## src/rtl/nibble_serializer_pkg.sv

```systemverilog
// Shared definitions for the nibble serializer: FSM state encoding and
// width helpers used to size counters and FIFO pointers.
package nibble_serializer_pkg;

  typedef enum logic [1:0] {
    StIdle  = 2'd0,
    StShift = 2'd1,
    StHold  = 2'd2
  } state_e;

  // Ceiling log2; clog2(1) = 0.
  function automatic int unsigned clog2(input int unsigned value);
    int unsigned result;
    result = 0;
    for (int unsigned i = 0; i < 32; i++) begin
      if ((64'd1 << i) < 64'(value)) result = i + 1;
    end
    return result;
  endfunction

  // Bits needed for a counter running 0..value-1, never less than one bit.
  function automatic int unsigned cnt_width(input int unsigned value);
    return (value > 1) ? clog2(value) : 1;
  endfunction

endpackage

```

## src/rtl/nibble_serializer_sync_fifo.sv

```systemverilog
// Synchronous FIFO buffering parallel words ahead of the serializer.
// Ports:
//   clk, rstn        clock and asynchronous active-low reset
//   push_i, wdata_i  write request and data (ignored while full)
//   pop_i, rdata_o   read request and head-of-queue data (ignored while empty)
//   full_o, empty_o  status from the registered count
//   count_o          number of buffered entries
module nibble_serializer_sync_fifo
  import nibble_serializer_pkg::*;
#(
  parameter int unsigned WIDTH = 4,
  parameter int unsigned DEPTH = 2,
  localparam int unsigned PtrW = cnt_width(DEPTH),
  localparam int unsigned CntW = clog2(DEPTH) + 1
) (
  input  logic             clk,
  input  logic             rstn,
  input  logic             push_i,
  input  logic [WIDTH-1:0] wdata_i,
  input  logic             pop_i,
  output logic [WIDTH-1:0] rdata_o,
  output logic             full_o,
  output logic             empty_o,
  output logic [CntW-1:0]  count_o
);

  logic [WIDTH-1:0] mem_q [DEPTH];
  logic [PtrW-1:0]  wr_ptr_q, rd_ptr_q;
  logic [CntW-1:0]  count_q;
  logic             push_en, pop_en;

  always_comb begin
    full_o  = (count_q == CntW'(DEPTH));
    empty_o = (count_q == '0);
    push_en = push_i & ~full_o;
    pop_en  = pop_i & ~empty_o;
    rdata_o = mem_q[rd_ptr_q];
    count_o = count_q;
  end

  // DEPTH is a power of two, so pointers wrap naturally.
  always_ff @(posedge clk or negedge rstn) begin
    if (!rstn) begin
      wr_ptr_q <= '0;
      rd_ptr_q <= '0;
      count_q  <= '0;
    end else begin
      if (push_en) wr_ptr_q <= wr_ptr_q + 1'b1;
      if (pop_en)  rd_ptr_q <= rd_ptr_q + 1'b1;
      case ({push_en, pop_en})
        2'b10:   count_q <= count_q + 1'b1;
        2'b01:   count_q <= count_q - 1'b1;
        default: count_q <= count_q;
      endcase
    end
  end

  // Storage needs no reset; only entries behind the count are ever read.
  always_ff @(posedge clk) begin
    if (push_en) mem_q[wr_ptr_q] <= wdata_i;
  end

endmodule

```

## src/rtl/nibble_serializer.sv

```systemverilog
// Feeds a downstream WIDTH-bit shift register (shifts toward bit 0, inserts
// at bit WIDTH-1) so that after each frame it holds the accepted word.
// Ports:
//   clk, rstn             clock and asynchronous active-low reset
//   din, din_valid        parallel word and its valid
//   din_ready             FIFO not full (combinational from registered count)
//   SI, SE                registered serial data / shift enable, LSB first
//   busy                  registered: FSM active or words buffered
//   frame_done            registered one-cycle pulse after the last shift
module nibble_serializer
  import nibble_serializer_pkg::*;
#(
  parameter int unsigned WIDTH       = 4,
  parameter int unsigned DEPTH       = 2,
  parameter int unsigned HOLD_CYCLES = 1
) (
  input  logic             clk,
  input  logic             rstn,
  input  logic [WIDTH-1:0] din,
  input  logic             din_valid,
  output logic             din_ready,
  output logic             SI,
  output logic             SE,
  output logic             busy,
  output logic             frame_done
);

  localparam int unsigned BitW = cnt_width(WIDTH);
  localparam int unsigned HoldW = cnt_width(HOLD_CYCLES);
  localparam int unsigned CntW = clog2(DEPTH) + 1;
  localparam logic [BitW-1:0] LastBit = BitW'(WIDTH - 1);
  localparam logic [HoldW-1:0] LastHold = HoldW'((HOLD_CYCLES == 0) ? 0 : HOLD_CYCLES - 1);
  localparam bit HasHold = (HOLD_CYCLES != 0);

  state_e           state_q;
  logic [BitW-1:0]  bit_cnt_q, bit_nxt;
  logic [HoldW-1:0] hold_cnt_q;
  logic [WIDTH-1:0] tx_word_q;
  logic             si_q, se_q, busy_q, frame_done_q, rst_done_q;

  logic             fifo_full, fifo_empty;
  logic [CntW-1:0]  fifo_count;
  logic [WIDTH-1:0] fifo_head;
  logic             push, pop, frame_end, hold_end;
  logic             goes_idle, cnt_next_zero, busy_d;

  nibble_serializer_sync_fifo #(
    .WIDTH(WIDTH),
    .DEPTH(DEPTH)
  ) u_fifo (
    .clk    (clk),
    .rstn   (rstn),
    .push_i (push),
    .wdata_i(din),
    .pop_i  (pop),
    .rdata_o(fifo_head),
    .full_o (fifo_full),
    .empty_o(fifo_empty),
    .count_o(fifo_count)
  );

  always_comb begin
    // rst_done_q keeps ready low until the first edge after reset release.
    din_ready = rst_done_q & ~fifo_full;
    push      = din_valid & din_ready;
    frame_end = (state_q == StShift) && (bit_cnt_q == LastBit);
    hold_end  = (state_q == StHold) && (hold_cnt_q == LastHold);
    // A new frame may start from IDLE, straight after a frame when there is
    // no hold gap, or at the end of the hold gap.
    pop = !fifo_empty && ((state_q == StIdle) || (frame_end && !HasHold) || hold_end);
    bit_nxt = bit_cnt_q + 1'b1;
    // busy is registered, so look ahead at the post-edge state and count.
    goes_idle     = !pop && ((state_q == StIdle) || (frame_end && !HasHold) || hold_end);
    cnt_next_zero = !push && (fifo_empty || ((fifo_count == CntW'(1)) && pop));
    busy_d        = !(goes_idle && cnt_next_zero);
  end

  always_ff @(posedge clk or negedge rstn) begin
    if (!rstn) begin
      state_q      <= StIdle;
      bit_cnt_q    <= '0;
      hold_cnt_q   <= '0;
      tx_word_q    <= '0;
      si_q         <= 1'b0;
      se_q         <= 1'b0;
      busy_q       <= 1'b0;
      frame_done_q <= 1'b0;
      rst_done_q   <= 1'b0;
    end else begin
      rst_done_q   <= 1'b1;
      busy_q       <= busy_d;
      frame_done_q <= 1'b0;
      case (state_q)
        StIdle: begin
          se_q <= 1'b0;
          si_q <= 1'b0;
        end
        StShift: begin
          if (bit_cnt_q == LastBit) begin
            frame_done_q <= 1'b1;
            se_q         <= 1'b0;
            si_q         <= 1'b0;
            hold_cnt_q   <= '0;
            if (HasHold) state_q <= StHold;
            else         state_q <= StIdle;
          end else begin
            bit_cnt_q <= bit_nxt;
            se_q      <= 1'b1;
            si_q      <= tx_word_q[bit_nxt];
          end
        end
        StHold: begin
          se_q <= 1'b0;
          si_q <= 1'b0;
          if (hold_cnt_q == LastHold) state_q <= StIdle;
          else                        hold_cnt_q <= hold_cnt_q + 1'b1;
        end
        default: state_q <= StIdle;
      endcase
      // Starting a frame overrides the IDLE fallback chosen above.
      if (pop) begin
        state_q   <= StShift;
        tx_word_q <= fifo_head;
        bit_cnt_q <= '0;
        se_q      <= 1'b1;
        si_q      <= fifo_head[0];
      end
    end
  end

  assign SI         = si_q;
  assign SE         = se_q;
  assign busy       = busy_q;
  assign frame_done = frame_done_q;

endmodule

```

## config.mk

```make
export PLATFORM = sky130hd
export DESIGN_NAME = nibble_serializer
export DESIGN_NICKNAME = d
export VERILOG_FILES = /design/src/rtl/nibble_serializer_pkg.sv /design/src/rtl/nibble_serializer_sync_fifo.sv /design/src/rtl/nibble_serializer.sv
export SDC_FILE = /design/constraint.sdc
export NUM_CORES = 1
export LEC_CHECK = 0
export BUFFER_PORTS_ARGS = -buffer_cell sky130_fd_sc_hd__buf_2
export CORE_AREA = 2 2 61 49
export CTS_BUF_LIST = sky130_fd_sc_hd__clkbuf_2 sky130_fd_sc_hd__clkbuf_4 sky130_fd_sc_hd__clkbuf_8
export DETAILED_ROUTE_END_ITERATION = 16
export DIE_AREA = 0 0 63 51
export GPL_TIMING_DRIVEN = 0
export PLACE_DENSITY_LB_ADDON = 0.12
export SYNTH_ARGS = -nofsm -noshare
export SYNTH_HDL_FRONTEND = slang
export SYNTH_SLANG_ARGS = --single-unit
```

## constraint.sdc

```tcl
create_clock -name clk -period 3.8 [get_ports clk]
set_input_delay 0.38 -clock clk [delete_from_list [all_inputs] [get_ports clk]]
set_output_delay 0.38 -clock clk [all_outputs]
set_load 0.005 [all_outputs]
```

Word level (Yosys, flattened, before mapping)
Memories as Yosys holds them, arrays and structs flattened.
Index checks and enable logic that the tools add are counted.
W data, S select, Z words.
{ "totals": {"out_inout_bits": 5, "mem_bits_rw": 8, "rom_bits": 0, "mem_count": 1, "latch_bits": 0, "in_bits": 7, "regBits": 18} }
{ "classes": {"n_mul": 0, "n_eq_ne": 12, "bitwise_logic": 7, "order_cmp": 1, "shifts": 0, "n_addsub": 6, "reduce_logical": 22, "muxes": 23, "div_mod_pow": 0} }
{ "memory_table": {"columns": ["name", "depth", "width", "read_ports", "rd_clocked_by_memory_dff", "write_ports", "line", "text"], "rows": [
  ["u_fifo.mem_q", 2, 4, 1, 0, 1, "nibble_serializer_sync_fifo.sv:27", "logic [WIDTH-1:0] mem_q [DEPTH];"]
]} }
{ "op_table": {"columns": ["cell", "count"], "rows": [
  ["$mux W2", 6],
  ["$mux W1", 11],
  ["$eq A2 B2 Y1 const B", 4],
  ["$eq A2 B1 Y1 const B", 3],
  ["$logic_and A1 B1 Y1", 6],
  ["$ne A2 B1 Y1 const B", 3],
  ["$pmux W1 S2", 3],
  ["$pmux W2 S3", 1],
  ["$reduce_bool A2 Y1", 3],
  ["$add A2 B1 Y2 const B", 2],
  ["$and A1 B1 Y1", 4],
  ["$logic_not A1 Y1", 4],
  ["$logic_not A2 Y1", 2],
  ["$pmux W2 S2", 1],
  ["$reduce_and A2 Y1", 2],
  ["$add A1 B1 Y1 const B", 3],
  ["$lt A2 B3 Y1 const B", 1],
  ["$ne A3 B1 Y1 const B", 1],
  ["$ne A3 B2 Y1 const B", 1],
  ["$not A1 Y1", 3],
  ["$reduce_and A3 Y1", 1],
  ["$reduce_bool A3 Y1", 1],
  ["$bmux W1 S2", 1],
  ["$logic_or A1 B1 Y1", 2],
  ["other kinds (2)", 2]
]} }

Longest topological paths before layout
Gate-level depths: netlist (run 1).
{ "depth": {"depth_word": 9, "depth_mapped": 7, "mapped_depth_nobuf": 7} }

Hierarchy
From an unflattened synthesis (run 1), not the netlist that was laid out.
{ "unflattened": {"hier_cells": 75, "hier_area_um2": 1037.2} }
{ "modules_own_cells": {"columns": ["module", "cells_each", "area_each_um2", "n_inst", "seq_area_each_um2"], "rows": [
  ["nibble_serializer", 45, 555.5, 1, 325.3],
  ["nibble_serializer_sync_fifo", 30, 481.7, 1, 340.3]
]} }

Worst setup path after synthesis (run 1)
No wires, ideal clock.
{ "synth_path": {"kind": "reg-to-reg", "startpoint": "register u_fifo.count_q[0], in the netlist u_fifo.count_o[0]", "endpoint": "register u_fifo.count_q[1], in the netlist u_fifo.count_o[1]", "path_stages_with_launch": 8, "arrival_ps": 1341, "synth_period_minus_slack_ps": 1467, "slack_ps": 2333, "setup_time_ps": 127, "path_cell_list": "dfrtp_1 -> inv_1 -> ha_1 -> nor2b_1 -> nand2_1 -> ha_1 -> nand2_1 -> o21ai_0"} }
{ "synth_between": {"elab_chain_cells": 7, "word_cells_on_any_way": 16, "cone_classes": "add/sub (2); eq/ne (3); mux (1); bitwise (6); reduce/logical (4)"} }
{ "synth_lines": {"columns": ["item", "line", "text"], "rows": [
  ["start, declared", "nibble_serializer_sync_fifo.sv:29", "logic [CntW-1:0] count_q;"],
  ["start signal, assigned", "nibble_serializer_sync_fifo.sv:51", "2'b10: count_q <= count_q + 1'b1;"],
  ["start signal, assigned", "nibble_serializer_sync_fifo.sv:52", "2'b01: count_q <= count_q - 1'b1;"],
  ["start signal, assigned", "nibble_serializer_sync_fifo.sv:53", "default: count_q <= count_q;"],
  ["$eq A2 B2 Y1 (*)", "nibble_serializer_sync_fifo.sv:33", "full_o = (count_q == CntW'(DEPTH));"],
  ["$not A1 Y1 (*)", "nibble_serializer.sv:64", "din_ready = rst_done_q & ~fifo_full;"],
  ["$and A1 B1 Y1 (*)", "nibble_serializer.sv:64", null],
  ["net din_ready", "nibble_serializer.sv:21", "output logic din_ready,"],
  ["$and A1 B1 Y1 (*)", "nibble_serializer.sv:65", "push = din_valid & din_ready;"],
  ["$and A1 B1 Y1 (*)", "nibble_serializer_sync_fifo.sv:35", "push_en = push_i & ~full_o;"],
  ["$eq A2 B1 Y1 or $eq A2 B2 Y1 (tied branches)", "nibble_serializer_sync_fifo.sv:50", "case ({push_en, pop_en})"],
  ["$pmux W2 S2 or $reduce_bool A2 Y1 (tied branches)", null, null]
]} }
The timed path passes the listed nets; every way through them passes the cells marked *.
A chain may end at the register's enable or synchronous reset.

Final worst setup path (run 1)
{ "layout_path": {"startpoint": "register u_fifo.count_q[0], in the netlist u_fifo.count_o[0]", "endpoint": "output din_ready"} }
{ "layout_between": {"elab_chain_cells": 3} }
{ "layout_lines": {"columns": ["item", "line"], "rows": [
  ["$eq A2 B2 Y1", "nibble_serializer_sync_fifo.sv:33"],
  ["$not A1 Y1", "nibble_serializer.sv:64"],
  ["$and A1 B1 Y1", "nibble_serializer.sv:64"],
  ["end, declared", "nibble_serializer.sv:21"]
]} }
Every way passes these cells.

==> results of run 1 <==
==> worst reg2reg max path, cell delays in order (launching register included) <==
cell and delay (ns):
dfrtp_1 0.39, inv_1 0.07, ha_1 0.19, nor2b_1 0.18
nand2_1 0.17, nor2_1 0.33
==> layer usage <==
layer / vias to the layer above / wire (um) / global-route usage [%]
met5: - / 0 / 0
met3: 2 / 68 / 4.626
li1: 310 / - / -
met2: 8 / 714 / 17.02
met4: 0 / 17 / 4.444
met1: 289 / 793 / 14.84
==> stage by stage <==
step                util, %  cell area, sq um  std cells  setup slack [ns]  hold slack (ns)
floorplan                 -              1057         81             2.333          0.08441
global placement      42.94              1160        130             2.175           0.3228
detailed placement    42.94              1160        130             2.137           0.3311
CTS                   44.42              1200        135             2.098           0.2307
global route          44.42              1200        135             1.962           0.2019
finish                44.42              1200        135             2.135           0.2469
==> cell families after synthesis <==
family / Yosys count / share of synthesized area, %
other: 1 / 0.3547
AO/OA/AOI/OAI: 12 / 7.456
adder cells (fa/ha/maj): 4 / 4.734
flip-flops: 25 / 62.96
AND/OR/NAND/NOR: 21 / 9.231
multiplexers: 7 / 7.811
XOR/XNOR: 5 / 4.142
buffers and inverters: 6 / 3.313
==> where the power goes <==
group	leakage [nW]	total, mW	internal (mW)	switching, mW
sequential	0.271	0.422	0.370	0.0511
combinational	0.238	0.390	0.195	0.195
clock	0.0184	0.121	0.0481	0.0731
total	0.527	0.933	0.614	0.319
==> cell usage after synthesis <==
cell and count:
o21ai_0 3, buf_4 1, mux2i_4 1, nor2b_1 2, a21oi_1 6, nand2_1 7, inv_2 1, inv_1 2
buf_2 1, edfxtp_1 8, nor3_2 1, xnor2_1 4, nor2_1 9, ha_1 4, a21o_1 1, xor2_1 1
buf_6 1, o41ai_2 1, nor4b_1 1, conb_1 1, and3_1 1, mux2i_1 6, dfrtp_1 17, o32a_1 1
==> cell usage in the layout, fill, tap and decap left out, drive strengths merged, types with 3 or more instances in the layout <==
cell and n:
xnor2 4, dfrtp 17, o21ai 3, clkbuf 4, buf 14, nor2 9, inv 3, mux2i 7
edfxtp 8, a21oi 6, nand2 7, ha 4
==> final cells by class <==
type                       count  share of cell area [%]
inverter                       3                  0.9385
clock buffer                   4                   2.503
sequential                    25                   55.47
buffer                         3                   1.981
tap                           38                   3.962
multi-input combinational     50                   29.72
timing repair buffer          12                   5.422
==> worst max-delay path by stage <==
stage / to / cells past startpoint / start
floorplan: u_fifo.count_o[1] / 7 / u_fifo.count_o[0]
global placement: u_fifo.mem_q[0][1] / 5 / u_fifo.count_o[0]
detailed placement: u_fifo.mem_q[0][3] / 5 / u_fifo.count_o[0]
CTS: u_fifo.mem_q[0][1] / 5 / u_fifo.count_o[0]
global route: u_fifo.mem_q[0][1] / 5 / u_fifo.count_o[0]
finish: din_ready / 4 / u_fifo.count_o[0]
==> state kept, by name, summed over array words and instances, names as in the netlist <==
signal           count
SE                   1
state_q              2
tx_word_q            4
rst_done_q           1
u_fifo.count_o       2
busy                 1
SI                   1
frame_done           1
u_fifo.wr_ptr_q      1
bit_cnt_q            2
u_fifo.rd_ptr_q      1
u_fifo.mem_q         8
==> timing repair <==
| action | 4_1_cts | 5_1_grt |
|---|---|---|
| endpoints found under the setup margin | 0 | 0 |
| endpoints found under the hold margin | 17 | 0 |
| hold buffers | 1 | 0 |
==> summary.log, run 1 <==
[run_status] status finished, final reports clean
[clock_network] number of buffers inserted during clock tree synthesis 3
[synthesis] number of distinct standard cells referenced by the synthesized netlist 24
[die] chip height 51 um
[worst_setup_path] Max FO, Critical Path 3
[sta] Peak Freq 0.6005 GHz
[worst_setup_path] buffering stage count on the worst path with inverters included 2
[worst_hold_path] Hold Startpoint din[0]
[sta] final clock period utilization by the worst path 43.82%
[worst_setup_path] Worst path top cell family by delay flip-flops
[synthesis] fraction of synthesized cell area taken by the top area cell type 40.24%
[synthesis] number of nets produced by synthesis 92
[sta] pins over their slew limit 0
[drt] drt pass-1 iters 4
[worst_setup_path] kind of capture point of the worst setup path output pin
[global_routing] aggregate global routing overflow 0
[power_and_ir_drop] worst supply voltage drop on vdd 376.8 uV
[power_and_ir_drop] Design Power 0.9333 mW
[synthesis] number of storage elements in the synthesis netlist 25
[clock_network] maximum count of clock buffers along a single path 2
[global_routing] maximum number of pins on one net before global-route repair 18
[worst_setup_path] Worst Path Required 3.42 ns
[die] Cell Rows 17
[synthesis] average cell area after synthesis 13.05 sq um
[drt] detailed-route DRC error count 0
[worst_setup_path] critical path start-end classification reg -> out
[worst_setup_path] CP max stage delay 0.39 ns
[clock_network] TritonCTS clock tree yes
[power_and_ir_drop] power per cell area 777.8 mW/mm^2
[synthesis] post-synthesis sequential area ratio 62.96%
[clock_network] number of H-tree levels 1
[worst_setup_path] capturing point of the worst reg2reg path u_fifo.mem_q[0][1]
[global_routing] All-Layer GR Usage 11.39%
[worst_setup_path] standard cell with the maximum stage delay on the critical path dfrtp_1
[drt] Routed WL 1594 um
[final_layout] fraction of final layout cells with drive strength greater than 1 22.68%
[synthesis] Synth area leaders dfrtp_1, edfxtp_1, mux2i_1, ha_1, xnor2_1
[global_routing] wire length of the first global-routing pass 2663 um
[final_layout] number of antenna repair diodes 0
[clock_network] setup repair bufs after CTS 0
[drt] violation count after the first detailed-route iteration 11
[worst_setup_path] crit path cell chain inv_1, ha_1, nor2b_1, buf_2
[synthesis] yosys warns 0
[global_routing] number of global-route vias before repair 539
[die] IO Count 12
[worst_hold_path] Hold Path Depth 1
[worst_setup_path] worst reg2reg setup slack 2.14 ns
[final_layout] synthesis-to-layout area growth 13.49%
[die] Horiz. Die Dim 63 um
[worst_hold_path] Min-Delay Path Class in -> reg
[drt] post-detailed-route wirelength per cell 11.81 um
[drt] Detail Route Antenna Nets 0
[power_and_ir_drop] leakage 0.5269 nW
[synthesis] Cell Area, Synth 0.001057 sq mm
[synthesis] post-synth top area cell dfrtp_1
[final_layout] Storage cell area 665.6 sq um
[sta] shortest clock period the worst path allows after layout 1.665 ns
[sta] Post-Route Setup TNS 0 ns
[final_layout] total area of multi-input combinational cells 356.6 sq um
[worst_hold_path] hold worst-path end u_fifo.mem_q[1][0]
[final_layout] Nets 109
[synthesis] count of mapped cells out of synthesis 81
[die] area of the core 0.002701 sq mm
[worst_setup_path] launching point of the worst reg2reg path u_fifo.count_o[0]
[placed_design] GP Congestion 0.6627
[sta] setup repair after global routing missed its margin false
[drt] detailed-route vias per instance 4.511
[final_layout] fill cell total of the finished layout 264
[clock_network] clock insertion delay at the later pin of the skew report 0.31 ns
[sta] final clock skew 0.005669 ns
[die] Total Die Area 0.003213 sq mm
[global_routing] number of antenna violations at the first check in global routing 0
[placed_design] PortBufs 11
[worst_setup_path] data arrival time at the worst-slack endpoint 1.29 ns
[die] Initial Utilization 39.14%
[drt] total number of vias 609
[sta] number of endpoints failing setup at the final stage 0
[sta] total count of hold-check failures in the final report 0
[flow_run] number of max-capacitance violations reported 0
[clock_network] count of cells resized by post-cts repair 0
[worst_setup_path] number of cell instances on the worst register-to-register path 5
[placed_design] dpl hpwl 1208 um
[clock_network] root buf cell clkbuf_4
[clock_network] number of clock sinks 25
[worst_setup_path] Critical Path Source Type flop
[clock_network] CTS clk-pin slew, worst paths 0.13 ns
Note: power is estimated with default switching activity, not from simulation.
==> inputs of run 2 (changes only) <==
--- a/config.mk
+++ b/config.mk
@@ -5,11 +5,12 @@
 export SDC_FILE = /design/constraint.sdc
 export NUM_CORES = 1
 export LEC_CHECK = 0
+export ABC_AREA = 1
 export BUFFER_PORTS_ARGS = -buffer_cell sky130_fd_sc_hd__buf_2
-export CORE_AREA = 2 2 61 49
+export CORE_AREA = 2 2 62 49
 export CTS_BUF_LIST = sky130_fd_sc_hd__clkbuf_2 sky130_fd_sc_hd__clkbuf_4 sky130_fd_sc_hd__clkbuf_8
 export DETAILED_ROUTE_END_ITERATION = 16
-export DIE_AREA = 0 0 63 51
+export DIE_AREA = 0 0 64 51
 export GPL_TIMING_DRIVEN = 0
 export PLACE_DENSITY_LB_ADDON = 0.12
 export SYNTH_ARGS = -nofsm -noshare
==> constraint.sdc (replaced) <==
create_clock -name clk -period 1.6 [get_ports clk]
set_input_delay 0.16 -clock clk [delete_from_list [all_inputs] [get_ports clk]]
set_output_delay 0.16 -clock clk [all_outputs]
set_load 0.005 [all_outputs]
==> run 2 against run 1 <==
  * Critical path depth increased by 2
  * Via count rose by 10%
  * Clock-buffer cell count down 1
  * Flip-flop and latch count is the same
  * Cell count grew 13%
  * Sequential power grew 150%
  * Die area grew 1.6%
  * Synthesized cell count up 17%
  * Non-clock buffer count grew 2
  * Sequential share of layout area decreased by 3.8 points
  * Largest power group is now combinational cells
==> summary.log, run 2 <==
[die] chip height 51 um
[synthesis] average cell area after synthesis 11.21 sq um
[drt] violation count after the first detailed-route iteration 17
[synthesis] post-synthesis sequential area ratio 62.51%
[global_routing] global routing met3 resource utilization 4.626%
[synthesis] post-synth top area cell dfrtp_1
[clock_network] root buf cell clkbuf_4
[drt] detailed-route vias per instance 4.379
[sta] final clock skew 0.008160 ns
[sta] number of endpoints failing setup at the final stage 0
[synthesis] leading cell type by number of instances after synthesis dfrtp_1
[synthesis] fraction of synthesized cell area taken by the top area cell type 39.95%
[synthesis] count of mapped cells out of synthesis 95
[global_routing] Most Used Layer, Global Route met2
[placed_design] PortBufs 11
[sta] Worst Hold Slack 0.1544 ns
[clock_network] number of H-tree levels 1
[synthesis] yosys warns 0
[sta] total count of hold-check failures in the final report 0
[global_routing] fraction of met2 tracks used by global routing 19.27%
[final_layout] largest register by flop count u_fifo.mem_q
[worst_setup_path] kind of capture point of the worst setup path flop
[worst_setup_path] Max FO, Critical Path 10
[final_layout] final cell count without fillers 153
[die] Total Die Area 0.003264 sq mm
[global_routing] GR Util met1 14.10%
[clock_network] TritonCTS clock tree yes
[global_routing] aggregate global routing overflow 0
[clock_network] clock insertion delay at the later pin of the skew report 0.33 ns
[final_layout] Nets 127
[sta] Peak Freq 0.6641 GHz
[final_layout] commonest cells after routing, fill and taps aside dfrtp_1, nand2_1, buf_2
[power_and_ir_drop] leakage 0.5741 nW
[synthesis] number of storage elements in the synthesis netlist 25
[run_status] status finished, final reports clean
[global_routing] number of global-route vias before repair 642
[die] IO Count 12
[placed_design] GP Congestion 0.7355
[worst_setup_path] data arrival time at the worst-slack endpoint 1.74 ns
[die] Cell Rows 17
[worst_hold_path] Min-Delay Path Class in -> reg
[drt] post-detailed-route wirelength per cell 10.60 um
[final_layout] fill cell total of the finished layout 260
[die] area of the core 0.002744 sq mm
[global_routing] maximum number of pins on one net before global-route repair 18
[final_layout] synthesis-to-layout area growth 21.03%
[drt] detailed-route DRC error count 0
[clock_network] CTS clk-pin slew, worst paths 0.14 ns
[sta] worst-case setup margin in the final layout 0.09423 ns
[drt] drt pass-1 iters 4
[placed_design] dpl hpwl 1181 um
[placed_design] setup slack after placement 0.008192 ns
[power_and_ir_drop] worst supply voltage drop on vdd 817.9 uV
[drt] Detail Route Antenna Nets 0
[synthesis] most instantiated cells after synthesis dfrtp_1, nand2_1, edfxtp_1, inv_1, nor2_1
[power_and_ir_drop] power per cell area 1859 mW/mm^2
[sta] final clock period utilization by the worst path 94.11%
[synthesis] Primary FF master, synth dfrtp_1
[synthesis] number of nets produced by synthesis 106
[sta] shortest clock period the worst path allows after layout 1.506 ns
[die] Initial Utilization 38.81%
[global_routing] number of antenna violations at the first check in global routing 0
[final_layout] total area of multi-input combinational cells 372.9 sq um
[drt] Routed WL 1622 um
[synthesis] Cell Area, Synth 0.001065 sq mm
[final_layout] number of flip-flops under the largest register name 8
[worst_setup_path] Critical Path Source Type flop
[clock_network] number of buffers inserted during clock tree synthesis 3
[clock_network] number of clock sinks 25
[worst_setup_path] critical path start-end classification reg -> reg
[sta] pins over their slew limit 0
[final_layout] fraction of final layout cells with drive strength greater than 1 33.91%
[final_layout] Storage cell area 665.6 sq um
[flow_run] number of max-capacitance violations reported 0
[final_layout] most common library cell in the layout ignoring fill and taps dfrtp_1
[synthesis] fraction of registers with async set/reset 68.00%
[sta] Post-Route Setup TNS 0 ns
[global_routing] All-Layer GR Usage 12.06%
[synthesis] number of distinct standard cells referenced by the synthesized netlist 20
[sta] setup repair after global routing missed its margin true
[final_layout] number of antenna repair diodes 0
[placed_design] count of placed standard cells including taps 144
[final_layout] registers with the most flip-flops u_fifo.mem_q: 8 flops, tx_word_q: 4 flops
[worst_setup_path] Worst Path Required 1.83 ns
[global_routing] wire length of the first global-routing pass 2884 um
[synthesis] count of flip-flops with a built-in enable after synthesis 8
[synthesis] Synth area leaders dfrtp_1, edfxtp_1, nand2_1, ha_1, o21ai_2
[clock_network] maximum count of clock buffers along a single path 2
[die] Horiz. Die Dim 64 um
[drt] total number of vias 670
==> run 2: cell count changes after synthesis, sizes merged, moves of 3 or more <==
cell / before / now
inv: 3 / 14
nand2: 7 / 16
mux2i: 7 / 0
o21ai: 3 / 9
a21oi: 6 / 1
nand3: 0 / 4
o22ai: 0 / 3
==> run 2: where the power goes <==
part,total [mW],internal (mW),switching [mW],leakage [nW]
Sequential,1.04,0.883,0.159,0.277
Combinational,1.06,0.494,0.568,0.283
Clock,0.292,0.0957,0.196,0.0139
==> run 2: area by class of cell <==
| class | count | share of cell area [%] |
|---|---|---|
| plain buffers | 1 | 1.165 |
| repair buffers | 16 | 8.155 |
| flip-flops and latches | 25 | 51.65 |
| clock buffers | 3 | 1.748 |
| inverters | 14 | 4.078 |
| clock inverters | 1 | 0.5825 |
| multi-input cells | 55 | 28.93 |
| well taps | 38 | 3.689 |
==> run 2: kinds of logic (layout without fill, tap and decap cells) <==
kind of cell	after synthesis	in the layout	share of synthesized area (%)
DFF	25	25	62.51
adders and majority gates	4	4	4.701
xor gates and xnor gates	4	4	3.291
buffers and inverters	15	35	5.993
and+or+nand+nor	32	32	12.46
AOI/OAI and AO/OA	14	14	10.69
other	1	1	0.3522
==> run 2: what timing repair did <==
item / 4_1_cts / 5_1_grt
buffers inserted: 0 / 0
endpoints found under the hold margin: 23 / 2
hold buffers: 4 / 1
endpoints found under the setup margin: 10 / 10
gates resized for setup: 1 / 8
pin swaps: 0 / 2
==> run 2: worst max-delay path, stage by stage, from the launching register on <==
cell and delay, ns:
dfrtp_1 0.42, inv_1 0.08, ha_2 0.22, nor2_4 0.17, buf_8 0.17, ha_4 0.22, xnor2_2 0.13
==> run 2: metrics by stage <==
step | total power, mW | utilization [%] | cell area (sq um)
after detailed placement | 2.012 | 42.54 | 1167
final | 2.396 | 46.97 | 1289
after global placement | 1.994 | 42.54 | 1167
after CTS | 2.335 | 45.28 | 1242
after floorplan | 1.793 | - | 1065
after global routing | 2.609 | 46.97 | 1289
==> run 2: worst paths after layout <==
path	from	endpoint	slack (ns)	cells after the start
max	u_fifo.count_o[0]	u_fifo.count_o[0]	0.09	6
min	din_valid	busy	0.15	3
max reg2reg	u_fifo.count_o[0]	u_fifo.count_o[0]	0.09	6
min reg2reg	state_q[1]	state_q[1]	0.51	1
max in group asynchronous	rstn	tx_word_q[3]	1.07	2
min in group asynchronous	rstn	u_fifo.wr_ptr_q	0.26	2
==> run 2: routing by layer <==
metal | up-vias | share of wire, %
li1 | 346 | -
met4 | 0 | 2.3
met2 | 11 | 46
met5 | - | 0
met1 | 308 | 47
met3 | 5 | 4.3
==> inputs of run 3 (changes only) <==
--- a/config.mk
+++ b/config.mk
@@ -7,8 +7,11 @@
 export LEC_CHECK = 0
 export ABC_AREA = 1
 export BUFFER_PORTS_ARGS = -buffer_cell sky130_fd_sc_hd__buf_2
+export CELL_PAD_IN_SITES_DETAIL_PLACEMENT = 0
+export CELL_PAD_IN_SITES_GLOBAL_PLACEMENT = 1
 export CORE_AREA = 2 2 62 49
 export CTS_BUF_LIST = sky130_fd_sc_hd__clkbuf_2 sky130_fd_sc_hd__clkbuf_4 sky130_fd_sc_hd__clkbuf_8
+export CTS_CLUSTER_SIZE = 20
 export DETAILED_ROUTE_END_ITERATION = 16
 export DIE_AREA = 0 0 64 51
 export GPL_TIMING_DRIVEN = 0
==> run 3 against run 2 <==
  * Clock skew about the same
  * Highest routed layer unchanged
  * Utilization down 2.0 points
  * Largest power group is now sequential cells
  * Register-to-register slack worse by 0.04 ns
  * Largest cell class unchanged
==> summary.log, run 3 (synthesis gave the netlist of run 2 again) <==
[die] Cell Rows 17
[global_routing] wire length of the first global-routing pass 2766 um
[clock_network] number of buffers inserted during clock tree synthesis 3
[global_routing] maximum number of pins on one net before global-route repair 18
[worst_setup_path] kind of capture point of the worst setup path flop
[worst_setup_path] Worst Path Required 1.80 ns
[worst_hold_path] Hold Path Depth 1
[sta] worst-case setup margin in the final layout 0.05680 ns
[global_routing] aggregate global routing overflow 0
[placed_design] placed cell area 0.001167 sq mm
[placed_design] dpl hpwl 1163 um
[worst_setup_path] critical path start-end classification reg -> reg
[final_layout] registers with the most flip-flops u_fifo.mem_q: 8 flops, tx_word_q: 4 flops
[placed_design] setup slack after placement -0.006319 ns
[die] chip height 51 um
[placed_design] GP Congestion 0.6817
[power_and_ir_drop] power per cell area 1893 mW/mm^2
[die] area of the core 0.002744 sq mm
[clock_network] clock insertion delay at the later pin of the skew report 0.31 ns
[sta] setup repair after global routing missed its margin true
[worst_setup_path] critical path's most frequent cell ha_1
[sta] final clock skew 0.008295 ns
[final_layout] final cell area excluding filler cells 0.001234 sq mm
[clock_network] number of H-tree levels 1
[power_and_ir_drop] Design Power 2.335 mW
[die] Horiz. Die Dim 64 um
[drt] post-detailed-route wirelength per cell 10.37 um
[worst_setup_path] CP max stage delay 0.39 ns
[final_layout] number of antenna repair diodes 0
[placed_design] PortBufs 11
[worst_setup_path] Max FO, Critical Path 10
[clock_network] CTS clk-pin slew, worst paths 0.13 ns
[flow_run] number of max-capacitance violations reported 0
[drt] detailed-route vias per instance 4.371
[final_layout] largest register by flop count u_fifo.mem_q
[run_status] status finished, final reports clean
[final_layout] Nets 125
[worst_setup_path] data arrival time at the worst-slack endpoint 1.75 ns
[clock_network] root buf cell clkbuf_4
[clock_network] number of clock sinks 25
[drt] Routed WL 1566 um
[global_routing] number of global-route vias before repair 620
[power_and_ir_drop] worst supply voltage drop on vdd 745.3 uV
[worst_hold_path] Min-Delay Path Class in -> reg
[worst_setup_path] number of cell instances on the worst register-to-register path 7
[worst_setup_path] standard cell with the maximum stage delay on the critical path dfrtp_1
[worst_setup_path] crit path cell chain inv_1, ha_1, nor2_4, buf_8, ha_1, nand2_1, o21ai_1
[final_layout] fill cell total of the finished layout 262
[clock_network] TritonCTS clock tree yes
[power_and_ir_drop] leakage 0.5676 nW
[final_layout] final cell utilization of the core 44.96%
[drt] violation count after the first detailed-route iteration 34
[clock_network] maximum count of clock buffers along a single path 2
[sta] total count of hold-check failures in the final report 0
[final_layout] most common library cell in the layout ignoring fill and taps dfrtp_1
[final_layout] fraction of final layout cells with drive strength greater than 1 30.97%
[sta] final clock period utilization by the worst path 96.45%
[final_layout] number of flip-flops under the largest register name 8
[sta] Worst Hold Slack 0.03436 ns
[final_layout] Storage cell area 665.6 sq um
[global_routing] All-Layer GR Usage 11.22%
[sta] number of endpoints failing setup at the final stage 0
[die] Initial Utilization 38.81%
[die] IO Count 12
[sta] pins over their slew limit 0
[worst_setup_path] Critical Path Source Type flop
[drt] Detail Route Antenna Nets 0
[drt] detailed-route DRC error count 0
[final_layout] commonest cells after routing, fill and taps aside dfrtp_1, nand2_1, buf_2
[drt] drt pass-1 iters 3
[final_layout] synthesis-to-layout area growth 15.86%
[global_routing] number of antenna violations at the first check in global routing 0
[sta] shortest clock period the worst path allows after layout 1.543 ns
[die] Total Die Area 0.003264 sq mm
[drt] total number of vias 660
[final_layout] total area of multi-input combinational cells 342.8 sq um
[sta] Peak Freq 0.6480 GHz
run 3: power breakdown:
group / internal [mW] / switching, mW
combinational: 0.468 / 0.554
sequential: 0.883 / 0.148
clock: 0.114 / 0.168
run 3: layout make-up:
| class | instances | share of cell area [%] |
|---|---|---|
| flip-flops and latches | 25 | 53.96 |
| clock buffers | 4 | 2.434 |
| plain buffers | 1 | 1.217 |
| multi-input cells | 55 | 27.79 |
| repair buffers | 14 | 6.491 |
| well taps | 38 | 3.854 |
| inverters | 14 | 4.260 |
run 3: final timing paths:
| kind | from | to | slack, ns |
|---|---|---|---|
| worst max-delay path | u_fifo.count_o[0] | u_fifo.count_o[1] | 0.06 |
| worst min-delay path | din[3] | u_fifo.mem_q[1][3] | 0.03 |
| worst max register to register | u_fifo.count_o[0] | u_fifo.count_o[1] | 0.06 |
| worst min register to register | u_fifo.count_o[0] | u_fifo.count_o[0] | 0.49 |
| max in group asynchronous | rstn | u_fifo.rd_ptr_q | 1.04 |
| min in group asynchronous | rstn | state_q[1] | 0.28 |
run 3: worst max-delay path, delay by kind of cell, from the launching register on:
kind | cells | cell delay (ns)
flops | 1 | 0.39
buf+inv | 2 | 0.23
fa+ha+maj | 2 | 0.52
simple gates | 2 | 0.24
compound gates | 1 | 0.06
run 3: what timing repair did:
action	CTS	global route
hold buffers	1	0
gates resized for setup	1	2
endpoints found under the setup margin	10	10
pin swaps	0	1
buffers inserted	0	2
hold endpoints to repair	17	0
run 3: metal layers:
layer  vias up  GRT usage, %  share of wire, %
met3         2         3.965               3.8
met1       303         13.90                48
met2        10         18.58                47
met4         0         3.261              0.89
li1        345             -                 -
met5         -             0                 0
run 3: metrics by stage:
stage | std cells | TNS [ns]
final | 151 | 0
after global routing | 151 | -0.4216
after CTS | 149 | -0.1165
after detailed placement | 144 | -0.006319
after global placement | 144 | 0
after floorplan | 95 | 0
